==> config.mk <==
export PLATFORM = sky130hd
export DESIGN_NAME = ps2_rx_flat
export DESIGN_NICKNAME = d
export VERILOG_FILES = /design/src/rtl/ps2_rx_if.sv /design/src/rtl/ps2_rx.sv /design/src/flat_wrapper.sv
export SDC_FILE = /design/constraint.sdc
export NUM_CORES = 1
export LEC_CHECK = 0
export CAP_MARGIN = 20
export CORE_MARGIN = 4
export CORE_UTILIZATION = 50
export DETAILED_ROUTE_END_ITERATION = 10
export GPL_ROUTABILITY_DRIVEN = 1
export PLACE_DENSITY = 0.74
export SETUP_SLACK_MARGIN = 0.02
export SLEW_MARGIN = 5
export SYNTH_ARGS = -nofsm -noshare
export SYNTH_HDL_FRONTEND = slang
export SYNTH_SLANG_ARGS = --single-unit
==> constraint.sdc <==
create_clock -name clk -period 5.1 [get_ports clk]
set_clock_uncertainty 0.2 [all_clocks]
set_input_delay 1.02 -clock clk [delete_from_list [all_inputs] [get_ports clk]]
set_output_delay 1.02 -clock clk [all_outputs]
set_load 0.03 [all_outputs]
==> src/rtl/ps2_rx_if.sv <==
// PS/2 receiver bundle: raw keyboard pins plus the decoded scancode stream.
// master = the receiver (reads the pins, drives the decoded outputs),
// slave  = the keyboard/consumer side (drives the pins, reads the decode).
interface ps2_rx_if;
  logic       ps2_clk;
  logic       ps2_data;
  logic [7:0] scancode;
  logic       extended;
  logic       released;
  logic       code_valid;
  logic       frame_err;

  modport master (
    input  ps2_clk, ps2_data,
    output scancode, extended, released, code_valid, frame_err
  );

  modport slave (
    output ps2_clk, ps2_data,
    input  scancode, extended, released, code_valid, frame_err
  );
endinterface

==> src/rtl/ps2_rx.sv <==
// PS/2 keyboard receiver: synchronizes and deglitches the PS/2 clock, frames
// 11-bit words (start, 8 data LSB first, odd parity, stop), folds E0/F0
// prefixes into extended/released flags and strobes one decoded scancode.
module ps2_rx #(
  parameter int FILTER_LEN = 8,
  parameter int TIMEOUT    = 25000
) (
  input  logic     clk,
  input  logic     reset_n,
  ps2_rx_if.master bus
);

  localparam int FW = $clog2(FILTER_LEN + 1);
  localparam int TW = $clog2(TIMEOUT + 1);

  typedef enum logic [1:0] {
    S_IDLE   = 2'd0,
    S_DATA   = 2'd1,
    S_PARITY = 2'd2,
    S_STOP   = 2'd3
  } state_t;

  // Synchronizer and filter state (idle-high line, so these reset to 1)
  logic          clk_s1_q, clk_s2_q, data_s1_q, data_s2_q;
  logic          filt_q, filt_d;
  logic [FW-1:0] filt_cnt_q, filt_cnt_d;

  // Frame state
  state_t        state_q, state_d;
  logic [2:0]    cnt_q, cnt_d;
  logic [7:0]    shift_q, shift_d;
  logic          par_q, par_d;
  logic [TW-1:0] to_cnt_q, to_cnt_d;
  logic          ext_q, ext_d;
  logic          rel_q, rel_d;

  // Registered outputs
  logic [7:0]    sc_q, sc_d;
  logic          exo_q, exo_d;
  logic          rlo_q, rlo_d;
  logic          cv_q, cv_d;
  logic          fe_q, fe_d;

  logic          sample_en;
  logic          bit_s;

  // Two-flop synchronizers on both raw PS/2 lines
  always_ff @(posedge clk or negedge reset_n) begin
    if (!reset_n) begin
      clk_s1_q  <= 1'b1;
      clk_s2_q  <= 1'b1;
      data_s1_q <= 1'b1;
      data_s2_q <= 1'b1;
    end else begin
      clk_s1_q  <= bus.ps2_clk;
      clk_s2_q  <= clk_s1_q;
      data_s1_q <= bus.ps2_data;
      data_s2_q <= data_s1_q;
    end
  end

  // Glitch filter: flip the clean clock after FILTER_LEN differing samples in a row
  always_comb begin
    filt_d     = filt_q;
    filt_cnt_d = '0;
    if (clk_s2_q != filt_q) begin
      if (filt_cnt_q == FW'(FILTER_LEN - 1)) begin
        filt_d = clk_s2_q;
      end else begin
        filt_cnt_d = filt_cnt_q + 1'b1;
      end
    end
  end

  // Sample data on the cycle the filtered clock is decided to fall
  assign sample_en = filt_q & ~filt_d;
  assign bit_s     = data_s2_q;

  // Frame FSM, timeout watchdog and prefix tracking
  always_comb begin
    state_d  = state_q;
    cnt_d    = cnt_q;
    shift_d  = shift_q;
    par_d    = par_q;
    ext_d    = ext_q;
    rel_d    = rel_q;
    sc_d     = sc_q;
    exo_d    = exo_q;
    rlo_d    = rlo_q;
    cv_d     = 1'b0;
    fe_d     = 1'b0;
    to_cnt_d = (state_q == S_IDLE) ? '0 : to_cnt_q + 1'b1;

    if (sample_en) begin
      to_cnt_d = '0;
      case (state_q)
        S_IDLE: begin
          if (!bit_s) begin
            state_d = S_DATA;
            cnt_d   = 3'd0;
            shift_d = 8'h00;
          end else begin
            fe_d = 1'b1;
          end
        end
        S_DATA: begin
          shift_d[cnt_q] = bit_s;
          if (cnt_q == 3'd7) begin
            state_d = S_PARITY;
          end else begin
            cnt_d = cnt_q + 3'd1;
          end
        end
        S_PARITY: begin
          par_d   = bit_s;
          state_d = S_STOP;
        end
        S_STOP: begin
          state_d = S_IDLE;
          cnt_d   = 3'd0;
          if (bit_s && (^{shift_q, par_q})) begin
            if (shift_q == 8'hE0) begin
              ext_d = 1'b1;
            end else if (shift_q == 8'hF0) begin
              rel_d = 1'b1;
            end else begin
              sc_d  = shift_q;
              exo_d = ext_q;
              rlo_d = rel_q;
              cv_d  = 1'b1;
              ext_d = 1'b0;
              rel_d = 1'b0;
            end
          end else begin
            fe_d  = 1'b1;
            ext_d = 1'b0;
            rel_d = 1'b0;
          end
        end
        default: state_d = S_IDLE;
      endcase
    end else if (state_q != S_IDLE && to_cnt_q == TW'(TIMEOUT - 1)) begin
      // Keyboard went quiet mid-frame: drop everything collected so far
      state_d  = S_IDLE;
      cnt_d    = 3'd0;
      shift_d  = 8'h00;
      par_d    = 1'b0;
      ext_d    = 1'b0;
      rel_d    = 1'b0;
      fe_d     = 1'b1;
      to_cnt_d = '0;
    end
  end

  // State and output registers
  always_ff @(posedge clk or negedge reset_n) begin
    if (!reset_n) begin
      filt_q     <= 1'b1;
      filt_cnt_q <= '0;
      state_q    <= S_IDLE;
      cnt_q      <= 3'd0;
      shift_q    <= 8'h00;
      par_q      <= 1'b0;
      to_cnt_q   <= '0;
      ext_q      <= 1'b0;
      rel_q      <= 1'b0;
      sc_q       <= 8'h00;
      exo_q      <= 1'b0;
      rlo_q      <= 1'b0;
      cv_q       <= 1'b0;
      fe_q       <= 1'b0;
    end else begin
      filt_q     <= filt_d;
      filt_cnt_q <= filt_cnt_d;
      state_q    <= state_d;
      cnt_q      <= cnt_d;
      shift_q    <= shift_d;
      par_q      <= par_d;
      to_cnt_q   <= to_cnt_d;
      ext_q      <= ext_d;
      rel_q      <= rel_d;
      sc_q       <= sc_d;
      exo_q      <= exo_d;
      rlo_q      <= rlo_d;
      cv_q       <= cv_d;
      fe_q       <= fe_d;
    end
  end

  assign bus.scancode   = sc_q;
  assign bus.extended   = exo_q;
  assign bus.released   = rlo_q;
  assign bus.code_valid = cv_q;
  assign bus.frame_err  = fe_q;

endmodule

==> src/flat_wrapper.sv <==
// flat-port wrapper written by rule: the top's interface ports become plain ports
module ps2_rx_flat 
#(
  parameter int FILTER_LEN = 8,
  parameter int TIMEOUT    = 25000
)
  (clk, reset_n, bus_ps2_clk, bus_ps2_data, bus_scancode, bus_extended, bus_released, bus_code_valid, bus_frame_err);
  ps2_rx_if bus_i ();
  input  logic clk;
  input  logic reset_n;
  input wire logic [$bits(bus_i.ps2_clk)-1:0] bus_ps2_clk;
  input wire logic [$bits(bus_i.ps2_data)-1:0] bus_ps2_data;
  output wire logic [$bits(bus_i.scancode)-1:0] bus_scancode;
  output wire logic [$bits(bus_i.extended)-1:0] bus_extended;
  output wire logic [$bits(bus_i.released)-1:0] bus_released;
  output wire logic [$bits(bus_i.code_valid)-1:0] bus_code_valid;
  output wire logic [$bits(bus_i.frame_err)-1:0] bus_frame_err;
  assign bus_i.ps2_clk = bus_ps2_clk;
  assign bus_i.ps2_data = bus_ps2_data;
  assign bus_scancode = bus_i.scancode;
  assign bus_extended = bus_i.extended;
  assign bus_released = bus_i.released;
  assign bus_code_valid = bus_i.code_valid;
  assign bus_frame_err = bus_i.frame_err;
  ps2_rx #(.FILTER_LEN(FILTER_LEN), .TIMEOUT(TIMEOUT)) u_core (.clk(clk), .reset_n(reset_n), .bus(bus_i));
endmodule
==> results of run 1 <==
-- path summary, 6_finish.rpt --
path / startpoint / endpoint / slack (ns) / cells after the start
setup / recovery: u_core.state_q[0] / u_core.shift_q[5] / 2.45 / 7
hold / removal: u_core.data_s1_q / u_core.bit_s / 0.16 / 0
setup reg to reg: u_core.state_q[0] / u_core.shift_q[5] / 2.45 / 7
hold reg to reg: u_core.data_s1_q / u_core.bit_s / 0.16 / 0
max in group asynchronous: reset_n / u_core.to_cnt_q[1] / 3.67 / 2
min in group asynchronous: reset_n / u_core.bus.scancode[3] / 0.61 / 2
-- critical path, cell delays in order (launching register included) --
cell and delay, ns:
dfrtp_1 0.41, inv_1 0.10, ha_1 0.26, or4bb_1 0.56, nor4_4 0.30, o211ai_1 0.28, o21ai_0 0.27, o21ai_0 0.14
-- layout make-up --
| cell class | count | area (µm²) |
|---|---|---|
| inverters | 8 | 30.0 |
| repair buffers | 16 | 153 |
| multi-input cells | 168 | 1190 |
| clock inverters | 3 | 42.5 |
| clock buffers | 5 | 68.8 |
| flip-flops and latches | 52 | 1310 |
| fillers | 422 | 1970 |
| well taps | 67 | 83.8 |
-- routing by layer --
| metal | share of wire | GRT usage |
|---|---|---|
| met4 | 0.012 | 0.0430 |
| met2 | 0.48 | 0.243 |
| met1 | 0.47 | 0.199 |
| met5 | 0 | 0 |
| met3 | 0.034 | 0.0384 |
-- state kept, by name (all words and copies together), names as in the netlist, 2 cells and up --
signal               flops
u_core.to_cnt_q         15
u_core.bus.scancode      8
u_core.shift_q           8
u_core.filt_cnt_q        4
u_core.cnt_q             3
u_core.state_q           2
-- metrics by stage --
| step | setup WS [ns] | instances | util | total power [mW] |
|---|---|---|---|---|
| 2_1_floorplan | 2.69 | 237 | - | 0.480 |
| 3_3_place_gp | 2.60 | 311 | 0.570 | 0.496 |
| 3_5_place_dp | 2.48 | 311 | 0.570 | 0.498 |
| 4_1_cts | 2.46 | 319 | 0.593 | 0.774 |
| 5_1_grt | 2.38 | 319 | 0.593 | 0.804 |
| 6_report | 2.45 | 319 | 0.593 | 0.763 |
-- kinds of logic (layout without fill, tap and decap cells) --
logic type | after synthesis | count (layout) | share of synthesized area
compound gates | 41 | 41 | 0.103
fa+ha+maj | 9 | 9 | 0.0439
simple gates | 85 | 85 | 0.185
xor+xnor | 20 | 20 | 0.0765
flops | 52 | 52 | 0.510
buf+inv | 17 | 32 | 0.0263
mux | 13 | 13 | 0.0556
-- cell usage in the layout (no fill, tap or decap), types with 2 or more instances in the layout --
cell type / netlist / layout
dfrtp_1: 47 / 47
nor2_1: 26 / 26
o21ai_0: 16 / 16
nand2_1: 14 / 14
clkdlybuf4s50_1: 0 / 14
xnor2_1: 12 / 12
nand3_1: 11 / 11
mux2_2: 9 / 9
ha_1: 9 / 9
inv_1: 8 / 8
and3_1: 8 / 8
xor2_1: 6 / 6
nor2b_1: 5 / 5
clkbuf_8: 0 / 5
dfstp_2: 5 / 5
a21oi_1: 4 / 4
a31oi_1: 4 / 4
or3_1: 3 / 3
mux2i_1: 3 / 3
o31ai_1: 3 / 3
and4_1: 2 / 2
nand4_1: 2 / 2
nor3_1: 2 / 2
nand4b_1: 2 / 2
o22a_1: 2 / 2
o211ai_1: 2 / 2
nand2b_1: 2 / 2
a32o_1: 2 / 2
-- power by group through the flow --
stage	combinational (mW)	clock, mW	sequential, mW
floorplan	0.0329	0	0.447
global placement	0.0472	0	0.449
detailed placement	0.0484	0	0.450
CTS	0.0486	0.284	0.441
global route	0.0556	0.305	0.444
finish	0.0471	0.275	0.441
==> impl_metrics.env, run 1 <==
export IMPL_worstMarginPinSlew_ns=0.621
export IMPL_area_delta_synth_final_pct=12.1
export IMPL_post_cts_setup_buffer_count=0
export IMPL_required_ns=5.07
export IMPL_clock_latency_ns=0.30
export IMPL_hold_ws_ns=0.159
export IMPL_power_density_nw_per_um2=265
export IMPL_ys_types=47
export IMPL_die_area_um2=6340
export IMPL_initial_utilization=0.529
export IMPL_yosysSeqAreaShare=0.510
export IMPL_grt_pass1_wl_um=7500
export IMPL_pwr_share_clk=0.360
export IMPL_syn_inst=237
export IMPL_synthesis_nets=250
export IMPL_criticalPathCategory="reg2reg"
export IMPL_clk_path_buf_depth=2
export IMPL_port_buffers=15
export IMPL_io_pin_count=16
export IMPL_cts_resized=0
export IMPL_p_sw_frac=0.220
export IMPL_synth_edf_count=0
export IMPL_synth_area_um2=2570
export IMPL_antenna_found_initial=0
export IMPL_drtIter0Drc=119
export IMPL_async_flop_share=1.00
export IMPL_grt_ovfl_total=0
export IMPL_coreArea_um2=4850
export IMPL_switchingPower_mw=0.168
export IMPL_maxCapViolCount=0
export IMPL_cts_sinks=52
export IMPL_numCtsBuffers=5
export IMPL_critical_path_max_fanout=8
export IMPL_startpoint_type="flip-flop"
export IMPL_fp_dieW_um=79.6
export IMPL_dp_hpwl_um=3160
export IMPL_syn_area_per_cell_um2=10.8
export IMPL_layout_drive_gt1_share=0.115
export IMPL_nNetsFinal=264
export IMPL_pwr_share_seq=0.578
export IMPL_gp_congestion=0.810
export IMPL_vias=1743
export IMPL_cts_tree="yes"
export IMPL_diodes=0
export IMPL_worst_ir_drop_vdd_uv=169
export IMPL_ctsHoldBuffers=0
export IMPL_wl_per_cell_um=13.6
export IMPL_outcome="finished, final reports clean"
export IMPL_placed_cell_area_um2=2770
export IMPL_setup_violations=0
export IMPL_hp_class="reg2reg"
export IMPL_path_clk_slew_ns=0.09
export IMPL_synthFlopType="dfrtp_1"
export IMPL_htreeDepth=2
export IMPL_yosysTopAreaCell="dfrtp_1"
export IMPL_arrival_ns=2.62
export IMPL_final_cell_area_um2=2880
export IMPL_max_slew_margin_rel=0.586
export IMPL_dr_pass1_iters=4
export IMPL_rows=25
export IMPL_min_period_ns=2.65
export IMPL_synth_commonest_cells="dfrtp_1, nor2_1, o21ai_0, nand2_1, xnor2_1"
export IMPL_endpoint_kind="flip-flop"
export IMPL_drc=0
export IMPL_detail_route_antenna_nets=0
export IMPL_track_usage=0.150
export IMPL_rsz0062_at_grt="false"
export IMPL_grt_max_degree=53
export IMPL_hold_viol=0
export IMPL_ys_ff_latch=52
export IMPL_die_h_um=79.6
export IMPL_synth_most_common_cell="dfrtp_1"
export IMPL_wl_um=4340
export IMPL_synth_top_cell_area_share=0.458
export IMPL_maxSlewViolCount=0
export IMPL_fmax_mhz=378
export IMPL_ys_top_cells_by_area="dfrtp_1, dfstp_2, ha_1"
export IMPL_yosys_warnings=0
export IMPL_tns_ns=0
export IMPL_first_global_vias=1648
export IMPL_fin_crit_sh=0.519
export IMPL_p_int_mw=0.595
export IMPL_cts_root_buf="clkbuf_8"
export IMPL_vias_per_cell=5.46
export IMPL_leakagePower_nw=1.30
export IMPL_combPwrFrac=0.062
No activity file was read; power rests on OpenSTA's default activity.
==> inputs of run 2 (changes only) <==
Clock period 5.1 ns to 2.45 ns, I/O delays scaled along.
==> run 2 against run 1 <==
Clock-buffer cell count grew 1; sequential share of layout area is 1.2 points lower; wire length is 2.5% higher; worst hold slack got worse by 0.0081 ns; final area rose by 2.7%; critical endpoint is now u_core.shift_q[3]; largest cell class unchanged; largest power group unchanged; highest routed layer unchanged.
==> impl_metrics.env, run 2 (synthesis gave the netlist of run 1 again) <==
export IMPL_outcome="finished, final reports clean"
export IMPL_dr_pass1_iters=4
export IMPL_fin_crit_sh=0.936
export IMPL_path_cells="inv_2 > ha_1 > or4bb_1 > nor4_4 > o211ai_1 > o21ai_1 > o21ai_1"
export IMPL_top_usage_layer="met2"
export IMPL_clock_latency_ns=0.31
export IMPL_io_pin_count=16
export IMPL_wl_um=4450
export IMPL_clk_path_buf_depth=2
export IMPL_numCtsBuffers=5
export IMPL_rsz0062_at_grt="true"
export IMPL_cp_common_cell="o21ai_1"
export IMPL_endpoint_kind="flip-flop"
export IMPL_cts_sinks=52
export IMPL_diodes=0
export IMPL_fp_dieW_um=79.6
export IMPL_detail_route_antenna_nets=0
export IMPL_track_usage=0.160
export IMPL_coreArea_um2=4850
export IMPL_use_met2=0.253
export IMPL_die_h_um=79.6
export IMPL_top_register="u_core.to_cnt_q"
export IMPL_initial_utilization=0.529
export IMPL_grt_ovfl_total=0
export IMPL_drtIter0Drc=81
export IMPL_crit_path_top_delay_cell="or4bb_1"
export IMPL_largest_register_ffs=15
export IMPL_maxCapViolCount=0
export IMPL_antenna_found_initial=0
export IMPL_layout_drive_gt1_share=0.156
export IMPL_final_cell_mix="dfrtp_1, nor2_1, nand2_1, clkdlybuf4s50_1, xnor2_1"
export IMPL_power_density_nw_per_um2=521
export IMPL_switchingPower_mw=0.364
export IMPL_hold_viol=0
export IMPL_path_clk_slew_ns=0.09
export IMPL_max_slew_margin_rel=0.603
export IMPL_min_period_ns=2.29
export IMPL_nNetsFinal=274
export IMPL_area_delta_synth_final_pct=15.1
export IMPL_worst_ir_drop_vdd_uv=381
export IMPL_max_stage_delay_ns=0.52
export IMPL_pwr_share_seq=0.596
export IMPL_die_area_um2=6340
export IMPL_port_buffers=15
export IMPL_hold_ws_ns=0.151
export IMPL_cts_tree="yes"
export IMPL_leakagePower_nw=1.35
export IMPL_pwr_share_clk=0.331
export IMPL_gr_usage_met3=0.0372
export IMPL_fmax_mhz=436
export IMPL_setup_violations=0
export IMPL_p_sw_frac=0.237
export IMPL_criticalPathCategory="reg2reg"
export IMPL_htreeDepth=2
export IMPL_gp_congestion=0.798
export IMPL_required_ns=2.44
export IMPL_final_common_cell="dfrtp_1"
export IMPL_combPwrFrac=0.073
export IMPL_dp_hpwl_um=3160
export IMPL_maxSlewViolCount=0
export IMPL_critical_path_max_fanout=8
export IMPL_grt_max_degree=53
export IMPL_hp_class="reg2reg"
export IMPL_p_int_mw=1.18
export IMPL_grt_met1_usage=0.212
export IMPL_cts_root_buf="clkbuf_8"
export IMPL_grt_pass1_wl_um=7950
export IMPL_vias=1761
export IMPL_vias_per_cell=5.35
export IMPL_startpoint_type="flip-flop"
export IMPL_rows=25
export IMPL_wl_per_cell_um=13.5
export IMPL_arrival_ns=2.28
export IMPL_tns_ns=0
export IMPL_worstMarginPinSlew_ns=0.592
export IMPL_drc=0
export IMPL_first_global_vias=1712
==> run 2: repair_timing <==
action | CTS | global route
gates resized for setup | 1 | 11
pin swaps | 4 | 4
setup buffers | 2 | 1
endpoints found under the hold margin | 47 | 0
setup endpoints to repair | 1 | 28
hold buffers | 1 | 0
==> run 2: final timing paths <==
| path | from | end | slack (ns) | cells after the start |
|---|---|---|---|---|
| min | u_core.clk_s1_q | u_core.clk_s2_q | 0.15 | 0 |
| max reg2reg | u_core.state_q[0] | u_core.shift_q[3] | 0.16 | 7 |
| max in group asynchronous | reset_n | u_core.bit_s | 1.24 | 3 |
| min in group asynchronous | reset_n | u_core.bus.scancode[3] | 0.51 | 3 |
| max | u_core.state_q[0] | u_core.shift_q[3] | 0.16 | 7 |
| min reg2reg | u_core.clk_s1_q | u_core.clk_s2_q | 0.15 | 0 |
==> run 2: area by class of cell <==
type | count | area (µm²)
fillers | 415 | 1890
well taps | 67 | 83.8
flip-flops and latches | 52 | 1310
repair buffers | 26 | 243
multi-input cells | 168 | 1190
clock buffers | 6 | 82.6
clock inverters | 2 | 15.0
inverters | 8 | 30.0
==> run 2: per-layer routing <==
layer,routed length [µm],vias up
li1,-,880
met1,2040,845
met2,2160,29
met3,159,7
met4,92,0
met5,0,-
==> run 2: power groups by stage <==
stage / clock network [mW] / logic (mW) / registers [mW]
2_1_floorplan: 0 / 0.0684 / 0.930
3_3_place_gp: 0 / 0.110 / 0.934
3_5_place_dp: 0 / 0.111 / 0.935
4_1_cts: 0.529 / 0.114 / 0.919
5_1_grt: 0.567 / 0.127 / 0.924
6_report: 0.510 / 0.112 / 0.918
==> run 2: stage by stage <==
step	setup slack (ns)	std cells	power, mW	area (µm²)	utilization
6_report	0.157	329	1.54	2950	0.609
5_1_grt	0.00298	329	1.62	2950	0.609
4_1_cts	0.0330	328	1.56	2950	0.607
3_5_place_dp	0.0103	317	1.05	2820	0.582
3_3_place_gp	0.124	317	1.04	2820	0.582
2_1_floorplan	0.0434	237	0.998	2570	-
==> run 2: worst max-delay path, delay by kind of cell (launching register included) <==
family | cells | cell delay (ns)
and+or+nand+nor | 2 | 0.74
buffers and inverters | 1 | 0.05
adders and majority gates | 1 | 0.20
DFF | 1 | 0.37
AOI/OAI and AO/OA | 3 | 0.61
==> inputs of run 3 (changes only) <==
Settings changed: SETUP_SLACK_MARGIN 0.02 to not set.
==> run 3 against run 2 <==
First-iteration DRC count up 2.5%; sequential cell count unchanged; global-route usage down 0.097 points; wire length up 0.74%; clock-buffer cell count unchanged; critical path type unchanged; cell count unchanged; via count up 1.2%; sequential power about the same; total power about the same; largest power group unchanged; register-to-register slack worse by 0.06 ns.
==> impl_metrics.env, run 3 (synthesis gave the netlist of run 1 again) <==
export IMPL_worstMarginPinSlew_ns=0.557
export IMPL_dr_pass1_iters=4
export IMPL_initial_utilization=0.529
export IMPL_gp_congestion=0.798
export IMPL_drtIter0Drc=83
export IMPL_arrival_ns=2.34
export IMPL_clk_path_buf_depth=2
export IMPL_track_usage=0.159
export IMPL_max_stage_delay_ns=0.54
export IMPL_min_period_ns=2.35
export IMPL_power_density_nw_per_um2=520
export IMPL_hold_viol=0
export IMPL_min_path_cells=0
export IMPL_r2r_slack_ns=0.1
export IMPL_io_pin_count=16
export IMPL_dp_hpwl_um=3160
export IMPL_coreArea_um2=4850
export IMPL_detail_route_antenna_nets=0
export IMPL_timing_rr_start="u_core.state_q[0]"
export IMPL_die_area_um2=6340
export IMPL_hp_class="reg2reg"
export IMPL_critPathTopFamily="simple AND/OR/NAND/NOR gates"
export IMPL_crit_path_top_delay_cell="or4bb_4"
export IMPL_cts_root_buf="clkbuf_8"
export IMPL_grt_ovfl_total=0
export IMPL_required_ns=2.43
export IMPL_startpoint_type="flip-flop"
export IMPL_rsz0062_at_grt="true"
export IMPL_worst_r2r_path_depth=7
export IMPL_final_common_cell="dfrtp_1"
export IMPL_final_util=0.610
export IMPL_htreeDepth=2
export IMPL_layout_drive_gt1_share=0.160
export IMPL_maxCapViolCount=0
export IMPL_first_global_vias=1709
export IMPL_largest_register_ffs=15
export IMPL_critical_path_max_fanout=8
export IMPL_grt_pass1_wl_um=7890
export IMPL_drc=0
export IMPL_area_delta_synth_final_pct=15.3
export IMPL_path_buf_inv=1
export IMPL_place_ws_ns=0.0103
export IMPL_path_cells="inv_2 > ha_2 > or4bb_4 > nor4_4 > o211ai_1 > o21ai_0 > o31ai_1"
export IMPL_critical_path_startpoint="u_core.state_q[0]"
export IMPL_nNetsFinal=274
export IMPL_numCtsBuffers=5
export IMPL_fillCellCount=412
export IMPL_cts_tree="yes"
export IMPL_cts_sinks=52
export IMPL_antenna_found_initial=0
export IMPL_fin_ws_ns=0.0961
export IMPL_clock_latency_ns=0.30
export IMPL_setup_worst_path_end="u_core.shift_q[0]"
export IMPL_wl_um=4480
export IMPL_fmax_mhz=425
export IMPL_fp_dieW_um=79.6
export IMPL_max_slew_margin_rel=0.627
export IMPL_maxSlewViolCount=0
export IMPL_leakagePower_nw=1.35
export IMPL_grt_max_degree=53
export IMPL_endpoint_kind="flip-flop"
export IMPL_die_h_um=79.6
export IMPL_rows=25
export IMPL_worstReg2RegEnd="u_core.shift_q[0]"
export IMPL_vias=1783
export IMPL_diodes=0
export IMPL_vias_per_cell=5.42
export IMPL_final_cell_mix="dfrtp_1, nor2_1, nand2_1, clkdlybuf4s50_1, xnor2_1"
export IMPL_port_buffers=15
export IMPL_top_register="u_core.to_cnt_q"
export IMPL_outcome="finished, final reports clean"
export IMPL_path_clk_slew_ns=0.09
export IMPL_criticalPathCategory="reg2reg"
export IMPL_worst_ir_drop_vdd_uv=381
export IMPL_fin_crit_sh=0.961
export IMPL_setup_violations=0
export IMPL_crit_cells=7
export IMPL_wl_per_cell_um=13.6
==> run 3: cell type report <==
type	count	area (µm²)	area share
Inverter	8	30.0	0.0101
Clock buffer	6	82.6	0.0279
Timing Repair Buffer	26	243	0.0820
Multi-Input combinational cell	168	1200	0.405
Clock inverter	2	15.0	0.00507
Sequential cell	52	1310	0.442
Tap cell	67	83.8	0.0283
==> run 3: where the power goes <==
| group | total [mW] | switching [mW] | internal, mW |
|---|---|---|---|
| Clock | 0.509 | 0.280 | 0.229 |
| Sequential | 0.918 | 0.0228 | 0.896 |
| Combinational | 0.113 | 0.0615 | 0.0512 |
==> run 3: per-stage QoR <==
stage               power [mW]  hold slack [ns]  cells  instance area (µm²)  setup TNS [ns]
finish                    1.54            0.151    329                 2960               0
global route              1.62            0.159    329                 2960          -0.871
CTS                       1.56            0.151    326                 2930               0
detailed placement        1.05            0.148    317                 2820               0
global placement          1.04            0.146    317                 2820               0
floorplan                0.998         -0.00559    237                 2570               0
==> run 3: how the worst min path moves through the flow <==
stage	slack (ns)	startpoint	end
2_1_floorplan	-0.006	reset_n	u_core.bus.code_valid
3_3_place_gp	0.15	u_core.clk_s1_q	u_core.clk_s2_q
3_5_place_dp	0.15	u_core.clk_s1_q	u_core.clk_s2_q
4_1_cts	0.15	u_core.clk_s1_q	u_core.clk_s2_q
5_1_grt	0.16	u_core.clk_s1_q	u_core.clk_s2_q
6_report	0.15	u_core.clk_s1_q	u_core.clk_s2_q
==> run 3: routing by layer <==
layer  routed length [µm]  track usage  vias up
li1                     -            -      882
met1                 2020        0.209      859
met2                 2200        0.252       34
met3                  166       0.0372        8
met4                   92       0.0670        0
met5                    0            0        -
==> run 3: timing repair <==
item / CTS / global route
hold buffers: 1 / 0
gates resized for setup: 1 / 9
pin swaps: 1 / 2
gates cloned: 0 / 0
setup endpoints to repair: 1 / 28
setup buffers: 0 / 3
hold endpoints to repair: 47 / 0
